**config.mk**
```make
export PLATFORM = sky130hd
export DESIGN_NAME = sm_accumulator
export DESIGN_NICKNAME = d
export VERILOG_FILES = /design/src/rtl/sm_pkg.sv /design/src/rtl/sm_add.sv /design/src/rtl/sm_accumulator.sv
export SDC_FILE = /design/constraint.sdc
export NUM_CORES = 1
export LEC_CHECK = 0
export CELL_PAD_IN_SITES_DETAIL_PLACEMENT = 1
export CELL_PAD_IN_SITES_GLOBAL_PLACEMENT = 1
export CORE_ASPECT_RATIO = 0.9
export CORE_MARGIN = 8
export CORE_UTILIZATION = 35
export DETAILED_ROUTE_END_ITERATION = 6
export PLACE_DENSITY = 0.71
export SKIP_LAST_GASP = 1
export SLEW_MARGIN = 20
export SYNTH_ARGS = -nofsm -noshare
export SYNTH_HDL_FRONTEND = slang
export SYNTH_HIERARCHICAL = 1
export SYNTH_SLANG_ARGS = --single-unit
```
**constraint.sdc**
```tcl
create_clock -name clk -period 6.7 [get_ports clk]
set_clock_uncertainty 0.2 [all_clocks]
set_input_delay 0.67 -clock clk [delete_from_list [all_inputs] [get_ports clk]]
set_output_delay 0.67 -clock clk [all_outputs]
set_load 0.01 [all_outputs]
```
**src/rtl/sm_pkg.sv**
```systemverilog
// Shared definitions for the sign-magnitude accumulator.
// Widths, saturation limit and FSM state encoding.
package sm_pkg;
  localparam int DATA_W = 32;
  localparam int MAG_W  = 31;
  localparam int CNT_W  = 8;

  localparam logic [DATA_W-1:0] MAG_MAX =
    32'h7FFF_FFFF;

  typedef enum logic [1:0] {
    IDLE = 2'd0,
    ACC  = 2'd1,
    HOLD = 2'd2
  } state_e;
endpackage

```
**src/rtl/sm_add.sv**
```systemverilog
// Combinational sign-magnitude adder with saturation.
// Ports: a_i, b_i operands; sum_o canonical sum; sat_o saturated.
module sm_add
  import sm_pkg::*;
(
  input  logic [DATA_W-1:0] a_i,
  input  logic [DATA_W-1:0] b_i,
  output logic [DATA_W-1:0] sum_o,
  output logic              sat_o
);

  logic [MAG_W-1:0]  mag_a;
  logic [MAG_W-1:0]  mag_b;
  logic              sgn_a;
  logic              sgn_b;
  logic [DATA_W-1:0] wide;
  logic [MAG_W-1:0]  mag;
  logic              sgn;

  always_comb begin
    mag_a = a_i[MAG_W-1:0];
    mag_b = b_i[MAG_W-1:0];
    // a zero magnitude is always positive
    sgn_a = a_i[DATA_W-1] & (|mag_a);
    sgn_b = b_i[DATA_W-1] & (|mag_b);
    wide  = {1'b0, mag_a} + {1'b0, mag_b};
    sat_o = 1'b0;
    mag   = '0;
    sgn   = 1'b0;
    if (sgn_a == sgn_b) begin
      sgn = sgn_a;
      if (wide[DATA_W-1]) begin
        sat_o = 1'b1;
        mag   = MAG_MAX[MAG_W-1:0];
      end else begin
        mag = wide[MAG_W-1:0];
      end
    end else if (mag_a >= mag_b) begin
      sgn = sgn_a;
      mag = mag_a - mag_b;
    end else begin
      sgn = sgn_b;
      mag = mag_b - mag_a;
    end
    sum_o = {sgn & (|mag), mag};
  end

endmodule

```
**src/rtl/sm_accumulator.sv**
```systemverilog
// Sign-magnitude accumulator: sums terms until in_last, holds result.
// Ports: in_* term stream, out_* result handshake, rst active-low.
module sm_accumulator
  import sm_pkg::*;
(
  input  logic              clk,
  input  logic              rst,
  input  logic              in_valid,
  input  logic [DATA_W-1:0] in_data,
  input  logic              in_last,
  output logic              in_ready,
  output logic              out_valid,
  input  logic              out_ready,
  output logic [DATA_W-1:0] out_data,
  output logic              out_ovf,
  output logic [CNT_W-1:0]  out_count
);

  state_e            state_q, state_d;
  logic [DATA_W-1:0] acc_q, acc_d;
  logic              ovf_q, ovf_d;
  logic [CNT_W-1:0]  cnt_q, cnt_d;
  logic              vld_q, vld_d;
  logic              rdy_q, rdy_d;

  logic [DATA_W-1:0] add_sum;
  logic              add_sat;
  logic              accept;

  sm_add u_add (
    .a_i   (acc_q),
    .b_i   (in_data),
    .sum_o (add_sum),
    .sat_o (add_sat)
  );

  assign accept = in_valid & rdy_q;

  always_comb begin
    state_d = state_q;
    acc_d   = acc_q;
    ovf_d   = ovf_q;
    cnt_d   = cnt_q;
    unique case (state_q)
      IDLE, ACC: begin
        if (accept) begin
          acc_d   = add_sum;
          ovf_d   = ovf_q | add_sat;
          cnt_d   = cnt_q + 1'b1;
          state_d = in_last ? HOLD : ACC;
        end
      end
      HOLD: begin
        if (out_ready) begin
          state_d = IDLE;
          acc_d   = '0;
          ovf_d   = 1'b0;
          cnt_d   = '0;
        end
      end
      default: state_d = IDLE;
    endcase
    vld_d = (state_d == HOLD);
    rdy_d = (state_d != HOLD);
  end

  always_ff @(posedge clk or negedge rst) begin
    if (!rst) begin
      state_q <= IDLE;
      acc_q   <= '0;
      ovf_q   <= 1'b0;
      cnt_q   <= '0;
      vld_q   <= 1'b0;
      rdy_q   <= 1'b1;
    end else begin
      state_q <= state_d;
      acc_q   <= acc_d;
      ovf_q   <= ovf_d;
      cnt_q   <= cnt_d;
      vld_q   <= vld_d;
      rdy_q   <= rdy_d;
    end
  end

  assign in_ready  = rdy_q;
  assign out_valid = vld_q;
  assign out_data  = acc_q;
  assign out_ovf   = ovf_q;
  assign out_count = cnt_q;

endmodule

```
; Yosys cells after proc, flatten, opt, wreduce, memory -nomap -nowiden
; Cells that the tools add are included.
[word_totals]
ff_bits = 45
input_bits = 37
wordCells = 50
[classes]
addsub = 4
magnitude_cmp = 1
eq_ne = 7
n_mux = 20
bitwise = 5
n_reduce_logical = 7
[ops]
columns = cell, n
row1 = $mux W31, 3
row2 = $reduce_or A31 Y1, 3
row3 = $mux W32, 2
row4 = $pmux W32 S2, 1
row5 = $sub A31 B31 Y31, 2
row6 = $add A31 B31 Y32, 1
row7 = $ge A31 B31 Y1, 1
row8 = $mux W8, 2
row9 = $pmux W8 S2, 1
row10 = $add A8 B1 Y8 const B, 1
row11 = $mux W1, 6
row12 = $mux W2, 3
row13 = $ne A2 B2 Y1 const B, 3
row14 = $and A1 B1 Y1, 4
row15 = $eq A2 B2 Y1 const B, 2
row16 = $pmux W2 S2, 1
row17 = $reduce_and A3 Y1, 1
row18 = $eq A2 B1 Y1 const B, 1
row19 = $logic_not A2 Y1, 1
row20 = $pmux W1 S2, 1
row21 = $reduce_bool A2 Y1, 1
row22 = $reduce_or A2 Y1, 1
row23 = $eq A1 B1 Y1, 1
row24 = $or A1 B1 Y1, 1

; Logic depth before layout (Yosys ltp)
; Gate-level depths: netlist of the first run.
[logic_depth]
ltp_word = 8
ltp_mapped = 18
depth_no_buf = 17

; Cells and area by module
; The synthesis of the first run kept the hierarchy.
[modules_own_cells]
columns = mod, instances, cells_per_inst, area_per_inst_um2, seq_area_each_um2
row1 = sm_add, 1, 905, 5858.1, 0.0
row2 = sm_accumulator, 1, 124, 1762.9, 1127.3

; Least setup slack after synthesis of the first run
; OpenSTA, ideal clock, no wires.
[synth_timing]
path_kind = input port to flip-flop
startpoint = input port in_data[6]
endpoint = register acc_q[31] (netlist: out_data[31])
setup_time_ps = 121
arrival_ps = 4382
required_ps = 6379
slack_ps = 1997
cell_stages = 16
cell_sequence = ha_1 buf_2 nor2b_1 a2111oi_2 a211oi_1 a211oi_2 nor2b_2 nor3_4 buf_6 a21oi_2 a22o_1 or3_1 nor3_1 or4b_1 o41a_1 a22o_1
[synth_between]
elab_chain_len = 8
word_cells_on_any_way = 16
[synth_rtl]
columns = element, line_no
row1 = from (decl), sm_accumulator.sv:9  ; input logic [DATA_W-1:0] in_data,
row2 = "parallel branches: the longest is 3 deep, another holds $sub A31 B31 Y31", -
row3 = $mux W31 (*), sm_add.sv:30  ; if (sgn_a == sgn_b) begin
row4 = named net add_sum[20], sm_accumulator.sv:26  ; logic [DATA_W-1:0] add_sum;
row5 = $reduce_or A31 Y1 (*), sm_add.sv:45  ; sum_o = {sgn & (|mag), mag};
row6 = $and A1 B1 Y1 (*), sm_add.sv:45
row7 = named net add_sum[31], sm_accumulator.sv:26
row8 = $mux W32 (*), sm_accumulator.sv:46  ; if (accept) begin
row9 = $pmux W32 S2 (*), sm_accumulator.sv:44  ; unique case (state_q)
row10 = to (signal assigned), sm_accumulator.sv:70  ; acc_q <= '0;
row11 = to (signal assigned), sm_accumulator.sv:77  ; acc_q <= acc_d;
row12 = to (decl), sm_accumulator.sv:20  ; logic [DATA_W-1:0] acc_q, acc_d;
; Mark *: on every way through the listed nets, which the timed path passes. The select of a mux whose other input is x is not followed.
; A chain may end at the register's enable or synchronous reset.

; Worst setup path after layout of the first run
; Ends and elaborated chain as after synthesis.

==> results by group, run 1 <==
Run status
  • Outcome: finished clean

Global route
  • Initial antenna violation count: 1
  • Largest net degree at the start of global routing: 46
  • Global route total overflow: 0
  • First-pass GRT wire length: 55,000 µm
  • Vias in the first global route: 8,866
  • Total track usage: 0.268

Detailed routing
  • Post-route DRC: 0
  • Post-detailed-route via-to-cell ratio: 6.33
  • DR iter-0 viols: 924
  • Avg WL per Cell: 25.7 µm
  • TritonRoute pass-1 iters: 5
  • Post-route ant nets: 0
  • Total wire length: 36,200 µm
  • Routed via count: 8,929

Yosys
  • Post-synth EDFFs: 0
  • Synth top cells by count: 107 x a21oi_1, 100 x ha_1, 93 x inv_1, 85 x nor2_1, 66 x nand2_1
  • Post-synth top area cell: ha_1
  • Post-synth top flop: dfrtp_1
  • Most frequent cell after synthesis: a21oi_1
  • Largest cells by area after synthesis: ha_1 16%, dfrtp_1 14%, a21oi_1 7.0%
  • Yosys reg bits: 45
  • Yosys warnings: 6
  • Async S/R FF share, synth: 1.00
  • Cell Area, Synth: 7620 µm²
  • Syn nets: 1,169
  • Synth unique cells: 89
  • Yosys top cell area share: 0.164
  • Sequential fraction of the synthesis area: 0.148
  • Synth Instances: 1,029
  • Mapped Avg Cell Area: 7.41 µm²

Cells and area
  • Area grow syn2layout: 19.3%
  • Fraction of layout cells with a size suffix above 1: 0.0831
  • Filler cells: 2,698
  • Diode count: 0
  • Fin nets: 1,258

Die
  • Number of placed I/O pins: 80
  • Die Y: 156 µm
  • Core ar.: 21,500 µm²
  • Die footprint: 26,800 µm²
  • Die Wd: 172 µm
  • Row count: 51
  • Initial Util: 0.354

Timing
  • Final min period: 6500 ps
  • Setup violators final: 0
  • Sum Neg Setup Slack: 0 ps
  • Relative slew slack: 0.242
  • Final WS setup: 203 ps
  • Worst-Margin Slew: 1130 ps
  • Unrepaired setup endpoints after global routing: false
  • Period utilisation layout: 0.970
  • Fmax: 154 MHz
  • Hold Vio Cnt, Final: 0
  • Slew Viols, Final: 0

Place
  • Port buffer count: 79
  • RePlAce Congestion: 1.01
  • Place WS: 31.9 ps
  • DP HPWL: 28,900 µm

Power
  • Max VDD drop: 0.193 mV
  • PwrDens: 540 nW/µm²
  • P_leak: 3.99 nW

Worst setup path
  • CP Cell Sequence: clkdlybuf4s50_1 -> ha_1 -> nor2b_1 -> a2111oi_2 -> a211oi_1 -> a211oi_2 -> nor2b_2 -> nor3_4 -> buf_4 -> a21oi_2 -> a22o_1 -> or3_1 -> nor3_1 -> or4b_1 -> o41a_1 -> a22o_1
  • Critical Path Max Stage Delay: 670 ps
  • Kind of critical path: in2reg
  • Arrival @ worst endpoint: 6510 ps
  • Crit path max-delay family: compound AO/OA/AOI/OAI gates
  • Critical Path End Type: flop
  • WP data required: 6710 ps
  • WP buf/inv: 2
  • Worst Setup Start Kind: input pin
  • Biggest fanout along the worst timing path: 18
  • Slowest-stage cell, CP: ha_1
  • Most frequent CP cell: a22o_1

Clock network
  • Clk Latency, worst-skew pair: 310 ps
  • TritonCTS clock tree: yes
  • Max Root-Sink Buffers: 2
  • Clock-pin slew on the worst setup and hold paths: 80 ps
  • Num CTS Buffers: 5
  • CTS Hold Buffers Added: 0
  • CTS root buffer: clkbuf_16
  • CTS H-Tree Depth: 2
  • Clock sink count: 45
  • Post-CTS setup buffers: 0
  • Resize count post-CTS: 0

Job
  • Max Cap Violations: 0

Worst hold path
  • Hold Path Class: in2async
-- state kept, by name, summed over array words and instances, names as in the netlist --
register,flops
out_data,32
out_count,8
state_q,2
in_ready,1
out_ovf,1
out_valid,1
-- per-layer routing --
layer	GRT usage	wire [µm]	share of wire	up-vias
li1	-	-	-	4000
met1	0.375	16200	0.45	4407
met2	0.404	15600	0.43	455
met3	0.0567	3300	0.091	65
met4	0.0782	1080	0.030	2
met5	0	12	0.00033	-
-- final timing paths --
| path | end | depth (start not counted) | slack [ps] | from |
|---|---|---|---|---|
| max | out_data[31] | 16 | 200 | in_data[6] |
| min | out_data[7] | 2 | 280 | rst |
| max reg2reg | out_data[31] | 16 | 500 | out_data[24] |
| min reg2reg | out_ovf | 2 | 310 | out_ovf |
| max in group asynchronous | out_count[1] | 2 | 5560 | rst |
| min in group clk | out_ovf | 2 | 310 | out_ovf |
-- worst reg2reg max path, stage by stage (launching register included) --
cell and delay (ps):
dfrtp_1 550, inv_1 90, ha_1 600, inv_1 220, a21oi_1 280, o31ai_1 180
a221oi_1 620, o21ai_1 400, nor3_4 660, buf_4 360, a21oi_2 80, a22o_1 250
or3_1 380, nor3_1 190, or4b_1 450, o41a_1 380, a22o_1 200
-- cells by family (layout without fill, tap and decap cells) --
group | count (synthesis) | after routing | synth area share
AO/OA/AOI/OAI | 391 | 391 | 0.347
AND/OR/NAND/NOR | 311 | 311 | 0.210
buffers and inverters | 148 | 238 | 0.0823
adder cells (fa/ha/maj) | 103 | 103 | 0.172
flip-flops | 45 | 45 | 0.148
multiplexers | 19 | 19 | 0.0256
XOR/XNOR | 12 | 12 | 0.0148
-- report_power, final --
group	switching, mW	internal [mW]
combinational	2.49	1.51
sequential	0.231	0.384
clock	0.149	0.144
-- final cells by class --
cell class	count	area [µm²]	share of cell area
timing repair buffer	134	1210	0.133
sequential	45	1130	0.124
clock inverter	3	26.3	0.00289
multi-input combinational	836	5870	0.646
inverter	96	360	0.0396
clock buffer	5	125	0.0138
tap	291	364	0.0401
-- through the flow --
| stage | std cells | hold WS [ps] | util | instance area, µm² | total power [mW] |
|---|---|---|---|---|---|
| floorplan | 1029 | 174 | - | 7620 | 2.99 |
| global placement | 1402 | 285 | 0.416 | 8940 | 4.45 |
| detailed placement | 1402 | 292 | 0.416 | 8940 | 4.47 |
| CTS | 1410 | 303 | 0.423 | 9090 | 4.80 |
| global route | 1410 | 337 | 0.423 | 9090 | 5.20 |
| finish | 1410 | 282 | 0.423 | 9090 | 4.91 |
-- placed cells by master (no fill, tap or decap), types with 21 or more instances in the layout --
master	n
nor3_1	25
dfrtp_1	44
buf_4	54
clkdlybuf4s50_1	78
inv_1	93
ha_1	100
a21oi_1	107
nand4_1	21
nor2_1	85
o21ai_0	64
nand2_1	66
a22o_1	38
nor4_1	21
Power figures use the tool's default switching activity.
==> run 2: changes to the inputs <==
==> constraint.sdc (replaced) <==
create_clock -name clk -period 6.7 [get_ports clk]
set_clock_uncertainty 0.2 [all_clocks]
set_input_delay 1.34 -clock clk [delete_from_list [all_inputs] [get_ports clk]]
set_output_delay 1.34 -clock clk [all_outputs]
set_load 0.01 [all_outputs]
==> results by group, run 2 (synthesis results as in run 1) <==
Timing
  • Unrepaired setup endpoints after global routing: false
  • Sum Neg Setup Slack: 0 ps (unchanged)
  • Setup violators final: 0 (unchanged)
  • Slew Viols, Final: 0 (unchanged)
  • Final min period: 6530 ps (+36.1 ps)
  • Hold Vio Cnt, Final: 0 (unchanged)
  • Period utilisation layout: 0.975 (+0.00538)
  • Fmax: 153 MHz (-0.55%)
  • Relative slew slack: 0.332 (+0.0894)
  • Worst-Margin Slew: 996 ps (-136 ps)
  • Final WS setup: 167 ps (-36.1 ps)

Global route
  • Vias in the first global route: 9,266 (+4.5%)
  • First-pass GRT wire length: 56,700 µm (+3.1%)
  • Initial antenna violation count: 0 (-1)
  • Largest net degree at the start of global routing: 46 (unchanged)
  • Total track usage: 0.277 (+0.00888)
  • Global route total overflow: 0 (unchanged)

Detailed routing
  • Avg WL per Cell: 25.7 µm (about the same)
  • Total wire length: 37,400 µm (+3.4%)
  • DR iter-0 viols: 844 (-8.7%)
  • Met3 WL post-DR: 2850 µm (-14%)
  • Highest routed metal layer: met4
  • Metal-1 WL: 17,200 µm (+6.0%)
  • Post-route ant nets: 0 (unchanged)
  • Routed via count: 9,069 (+1.6%)
  • Post-detailed-route via-to-cell ratio: 6.22 (-1.7%)
  • Post-route DRC: 0 (unchanged)
  • TritonRoute pass-1 iters: 7 (+2)
  • Routed wl met2: 16,200 µm (+4.2%)

Worst hold path
  • Hold Crit Depth: 2
  • Hold_sp: out_ovf
  • Hold Path Class: reg2reg
  • Worst Hold End: out_ovf

Worst setup path
  • Kind of critical path: in2reg
  • Most frequent CP cell: or4_1
  • Worst Setup Start Kind: input pin
  • Worst reg-to-reg path cell count: 15 (-1)
  • Worst r2r dst: out_data[31]
  • WP data required: 6710 ps (about the same)
  • Critical Path End Type: flop
  • Critical Path Max Stage Delay: 580 ps (-90 ps)
  • Worst R2R Start: out_data[1]
  • Arrival @ worst endpoint: 6550 ps (+40 ps)
  • Worst reg-to-reg setup slack: 1110 ps (+610 ps)
  • CP Cell Sequence: clkdlybuf4s50_1 -> buf_4 -> inv_1 -> fa_1 -> a21o_1 -> a221oi_2 -> o21ai_0 -> a31oi_1 -> o31ai_1 -> a211oi_2 -> o32a_1 -> a22oi_1 -> o211ai_1 -> or4_1 -> or4_1 -> o41a_1 -> a22o_1
  • Slowest-stage cell, CP: o31ai_1
  • Biggest fanout along the worst timing path: 4 (-14)

Cells and area
  • Most common cell after layout, fill and taps aside: a21oi_1
  • Fraction of layout cells with a size suffix above 1: 0.122 (+0.0387)
  • Reg area: 1130 µm² (unchanged)
  • Diode count: 0 (unchanged)
  • Max reg flops: 32 (unchanged)
  • Most frequent cells in the layout: 107 x a21oi_1, 101 x buf_4, 100 x ha_1, 93 x inv_1, 85 x nor2_1
  • Fin nets: 1,305 (+3.7%)
  • Area grow syn2layout: 24.3%
  • Footprint of the multi-input gates: 5890 µm² (+0.19%)
  • Finished Layout Cells: 1,457 (+3.3%)
  • Filler cells: 2,710 (+0.44%)

Clock network
  • TritonCTS clock tree: yes
  • CTS Hold Buffers Added: 0 (unchanged)
  • CTS root buffer: clkbuf_16
  • Clock sink count: 45 (unchanged)
  • Num CTS Buffers: 5 (unchanged)
  • CTS H-Tree Depth: 2 (unchanged)
  • Clk Latency, worst-skew pair: 320 ps (about the same)
  • Max Root-Sink Buffers: 2 (unchanged)
  • Clock-pin slew on the worst setup and hold paths: 80 ps (about the same)

Die
  • Number of placed I/O pins: 80 (unchanged)
  • Row count: 51 (unchanged)
  • Die Wd: 172 µm (unchanged)
  • Die footprint: 26,800 µm² (unchanged)
  • Core ar.: 21,500 µm² (unchanged)
  • Initial Util: 0.354 (unchanged)
  • Die Y: 156 µm (unchanged)

Place
  • Placed Cells: 1,449 (+3.4%)
  • DP HPWL: 30,100 µm (+4.3%)
  • Port buffer count: 79 (unchanged)
  • RePlAce Congestion: 0.955 (-5.2%)
  • Place WS: -187 ps (-219 ps)

Power
  • P_leak: 4.23 nW (+6.0%)
  • Max VDD drop: 0.181 mV (-6.0%)
  • PwrDens: 549 nW/µm² (+1.7%)

Job
  • Max Cap Violations: 0 (unchanged)

Run status
  • Outcome: finished clean
==> run 2: cell types whose count changed in the layout (fill, tap and decap cells not counted) <==
cell,delta
a211oi_2,+1
inv_6,-1
a221oi_2,+1
bufinv_16,+1
buf_4,+47
a221oi_1,-1
a211oi_1,-1
==> run 2: what timing repair did <==
action / 4_1_cts / 5_1_grt
gates resized for setup: 0 / 2
buffers inserted: 0 / 0
endpoints found under the setup margin: 0 / 1
==> run 2: cell type report <==
cell class,count,share of cell area
Clock buffer,5,0.0132
Clock inverter,3,0.00502
Inverter,96,0.0380
Multi-Input combinational cell,836,0.621
Sequential cell,45,0.119
Tap cell,291,0.0384
Timing Repair Buffer,181,0.165
==> run 2: worst max path at each step <==
stage | startpoint | to | slack (ps)
finish | in_data[1] | out_data[31] | 170
global route | in_data[1] | out_data[31] | 40
CTS | in_data[1] | out_data[31] | 130
detailed placement | in_data[1] | out_data[31] | -190
global placement | in_data[1] | out_data[31] | -160
floorplan | in_data[6] | out_data[31] | 1330
==> run 2: layer usage <==
layer	global-route usage	vias to the layer above
met2	0.424	390
met1	0.388	4511
li1	-	4105
met5	0	-
met4	0.0877	0
met3	0.0438	63
==> run 2: power by group <==
group | total [mW] | internal, mW | leakage (nW) | switching, mW
logic | 4.25 | 1.68 | 3.59 | 2.56
clock network | 0.328 | 0.180 | 0.0848 | 0.148
registers | 0.624 | 0.384 | 0.563 | 0.240
total | 5.20 | 2.25 | 4.23 | 2.95
==> run 2: metrics by stage <==
| stage | power, mW | hold slack, ps | util | instance area (µm²) |
|---|---|---|---|---|
| 2_1_floorplan | 2.99 | 308 | - | 7620 |
| 3_3_place_gp | 4.70 | 280 | 0.432 | 9290 |
| 3_5_place_dp | 4.72 | 290 | 0.432 | 9290 |
| 4_1_cts | 5.08 | 310 | 0.440 | 9460 |
| 5_1_grt | 5.51 | 358 | 0.441 | 9470 |
| 6_report | 5.20 | 302 | 0.441 | 9470 |
==> run 2: critical path, delay by kind of cell <==
kind,cells,cell delay (ps)
adder cells (fa/ha/maj),1,240
AND/OR/NAND/NOR,2,890
buffers and inverters,3,880
AO/OA/AOI/OAI,11,3170
==> run 3: changes to the inputs <==
==> constraint.sdc (replaced) <==
create_clock -name clk -period 6.7 [get_ports clk]
set_clock_uncertainty 0.2 [all_clocks]
set_input_delay 1.005 -clock clk [delete_from_list [all_inputs] [get_ports clk]]
set_output_delay 1.005 -clock clk [all_outputs]
set_load 0.01 [all_outputs]
==> results by group, run 3 (synthesis results as in run 1) <==
Clock network
  • Max Root-Sink Buffers: 2 (unchanged)
  • Num CTS Buffers: 5 (unchanged)
  • CTS H-Tree Depth: 2 (unchanged)
  • TritonCTS clock tree: yes
  • Resize count post-CTS: 0 (unchanged)
  • Post-CTS setup buffers: 0 (unchanged)
  • Clock-pin slew on the worst setup and hold paths: 90 ps (about the same)
  • Clk Latency, worst-skew pair: 320 ps (about the same)
  • Clock sink count: 45 (unchanged)
  • CTS root buffer: clkbuf_16
  • CTS Hold Buffers Added: 0 (unchanged)

Detailed routing
  • Avg WL per Cell: 25.4 µm (-1.2%)
  • Post-route DRC: 0 (unchanged)
  • Met3 WL post-DR: 2830 µm (-0.88%)
  • TritonRoute pass-1 iters: 5 (-2)
  • Post-route ant nets: 0 (unchanged)
  • Routed wl met2: 15,800 µm (-2.6%)
  • Routed via count: 8,950 (-1.3%)
  • Highest routed metal layer: met4
  • DR iter-0 viols: 890 (+5.5%)
  • Metal-1 WL: 16,400 µm (-4.8%)
  • Post-detailed-route via-to-cell ratio: 6.33 (+1.7%)
  • Total wire length: 35,900 µm (-4.1%)

Worst setup path
  • Critical Path End Type: flop
  • Critical Path Max Stage Delay: 590 ps (about the same)
  • WP data required: 6700 ps (about the same)
  • Crit path max-delay family: compound AO/OA/AOI/OAI gates
  • Worst Setup Start Kind: input pin
  • Slowest-stage cell, CP: ha_1
  • Arrival @ worst endpoint: 6290 ps (-260 ps)
  • CP Cell Sequence: clkdlybuf4s50_1 -> ha_1 -> nor2b_1 -> a2111oi_2 -> a211oi_1 -> a211oi_2 -> nand2b_1 -> nand3_1 -> buf_4 -> o21ai_0 -> a21o_1 -> a32oi_1 -> or4_1 -> or4b_1 -> o41a_1 -> a22o_1
  • Biggest fanout along the worst timing path: 14 (+10)
  • Kind of critical path: in2reg
  • WP buf/inv: 2 (-1)

Timing
  • Setup violators final: 0 (unchanged)
  • Final min period: 6300 ps (-237 ps)
  • Sum Neg Setup Slack: 0 ps (unchanged)
  • Hold Vio Cnt, Final: 0 (unchanged)
  • Period utilisation layout: 0.940 (-0.0354)
  • Slew Viols, Final: 0 (unchanged)
  • Relative slew slack: 0.332 (+0.000508)
  • Worst-Margin Slew: 997 ps (+0.344 ps)
  • Unrepaired setup endpoints after global routing: false
  • Final WS setup: 404 ps (+237 ps)
  • Fmax: 159 MHz (+3.8%)

Place
  • Port buffer count: 79 (unchanged)
  • RePlAce Congestion: 0.974 (+1.9%)
  • Place WS: 171 ps (+358 ps)
  • DP HPWL: 28,400 µm (-5.9%)

Cells and area
  • Post-layout util: 0.425 (-0.0154)
  • Reg area: 1130 µm² (unchanged)
  • Footprint of the multi-input gates: 5870 µm² (-0.19%)
  • Filler cells: 2,664 (-1.7%)
  • Fin nets: 1,262 (-3.3%)
  • Max reg flops: 32 (unchanged)
  • Fraction of layout cells with a size suffix above 1: 0.0864 (-0.0354)
  • Area grow syn2layout: 20.0%
  • Most frequent cells in the layout: 107 x a21oi_1, 100 x ha_1, 93 x inv_1, 85 x nor2_1, 78 x clkdlybuf4s50_1
  • Most common cell after layout, fill and taps aside: a21oi_1
  • Diode count: 0 (unchanged)

Power
  • PwrDens: 546 nW/µm² (-0.42%)
  • Internal: 2.11 mW (-6.0%)
  • Clock network fraction of total power: 0.066 (+0.003)
  • P_sw: 2.88 mW (-2.3%)
  • Flop pwr share: 0.126 (+0.006)
  • Gate power share: 0.808 (-0.009)
  • Sw Share: 0.578 (+0.00948)
  • Max VDD drop: 0.193 mV (+6.2%)
  • P_leak: 4.02 nW (-5.0%)
  • Pwr Total: 5.00 mW (-3.9%)

Job
  • Max Cap Violations: 0 (unchanged)

Global route
  • Largest net degree at the start of global routing: 46 (unchanged)
  • Global route total overflow: 0 (unchanged)
  • Total track usage: 0.265 (-0.0111)
  • Vias in the first global route: 8,959 (-3.3%)
  • First-pass GRT wire length: 55,200 µm (-2.7%)
  • Initial antenna violation count: 0 (unchanged)

Die
  • Row count: 51 (unchanged)
  • Die Y: 156 µm (unchanged)
  • Number of placed I/O pins: 80 (unchanged)
  • Die footprint: 26,800 µm² (unchanged)
  • Initial Util: 0.354 (unchanged)
  • Die Wd: 172 µm (unchanged)
  • Core ar.: 21,500 µm² (unchanged)

Run status
  • Outcome: finished clean

Worst hold path
  • Hold Path Class: reg2reg
## run 3: cell count changes in the layout (fill, tap and decap cells not counted)
| cell | delta |
|---|---|
| buf_4 | -43 |
| inv_6 | -2 |
| a211oi_1 | +1 |
| a211oi_2 | -1 |
| a221oi_1 | +1 |
| a221oi_2 | -1 |
| clkinv_4 | +1 |
| inv_8 | +1 |
## run 3: power groups by stage
stage	logic (mW)	clock network (mW)	registers, mW
2_1_floorplan	2.40	0	0.590
3_3_place_gp	3.85	0	0.628
3_5_place_dp	3.89	0	0.626
4_1_cts	3.92	0.337	0.624
5_1_grt	4.29	0.344	0.645
6_report	4.04	0.330	0.627
## run 3: path summary, 6_finish.rpt
check / from / to / cells past startpoint / slack [ps]
setup / recovery: in_data[6] / out_data[31] / 16 / 400
hold / removal: out_ovf / out_ovf / 2 / 330
setup reg to reg: out_data[1] / out_data[31] / 16 / 1030
hold reg to reg: out_ovf / out_ovf / 2 / 330
max in group asynchronous: rst / out_data[31] / 2 / 5190
min in group asynchronous: rst / out_data[8] / 2 / 620
## run 3: worst min-delay path, delay by kind of cell (launching register included)
family	cells	cell delay, ps
flops	1	380
simple gates	1	70
compound gates	1	50
## run 3: routing by layer
layer,up-vias,track usage
li1,4011,-
met1,4421,0.376
met2,456,0.414
met3,62,0.0377
met4,0,0.0674
met5,-,0
## run 3: metrics by stage
stage	cells	area (µm²)	hold slack (ps)
floorplan	1029	7620	308
global placement	1406	8970	311
detailed placement	1406	8970	318
CTS	1414	9140	338
global route	1414	9140	364
finish	1414	9140	333
## run 3: layout make-up
| cell class | instances | area share |
|---|---|---|
| clock buffers | 5 | 0.0137 |
| clock inverters | 3 | 0.00547 |
| inverters | 96 | 0.0394 |
| multi-input cells | 836 | 0.643 |
| flip-flops and latches | 45 | 0.123 |
| well taps | 291 | 0.0398 |
| repair buffers | 138 | 0.136 |
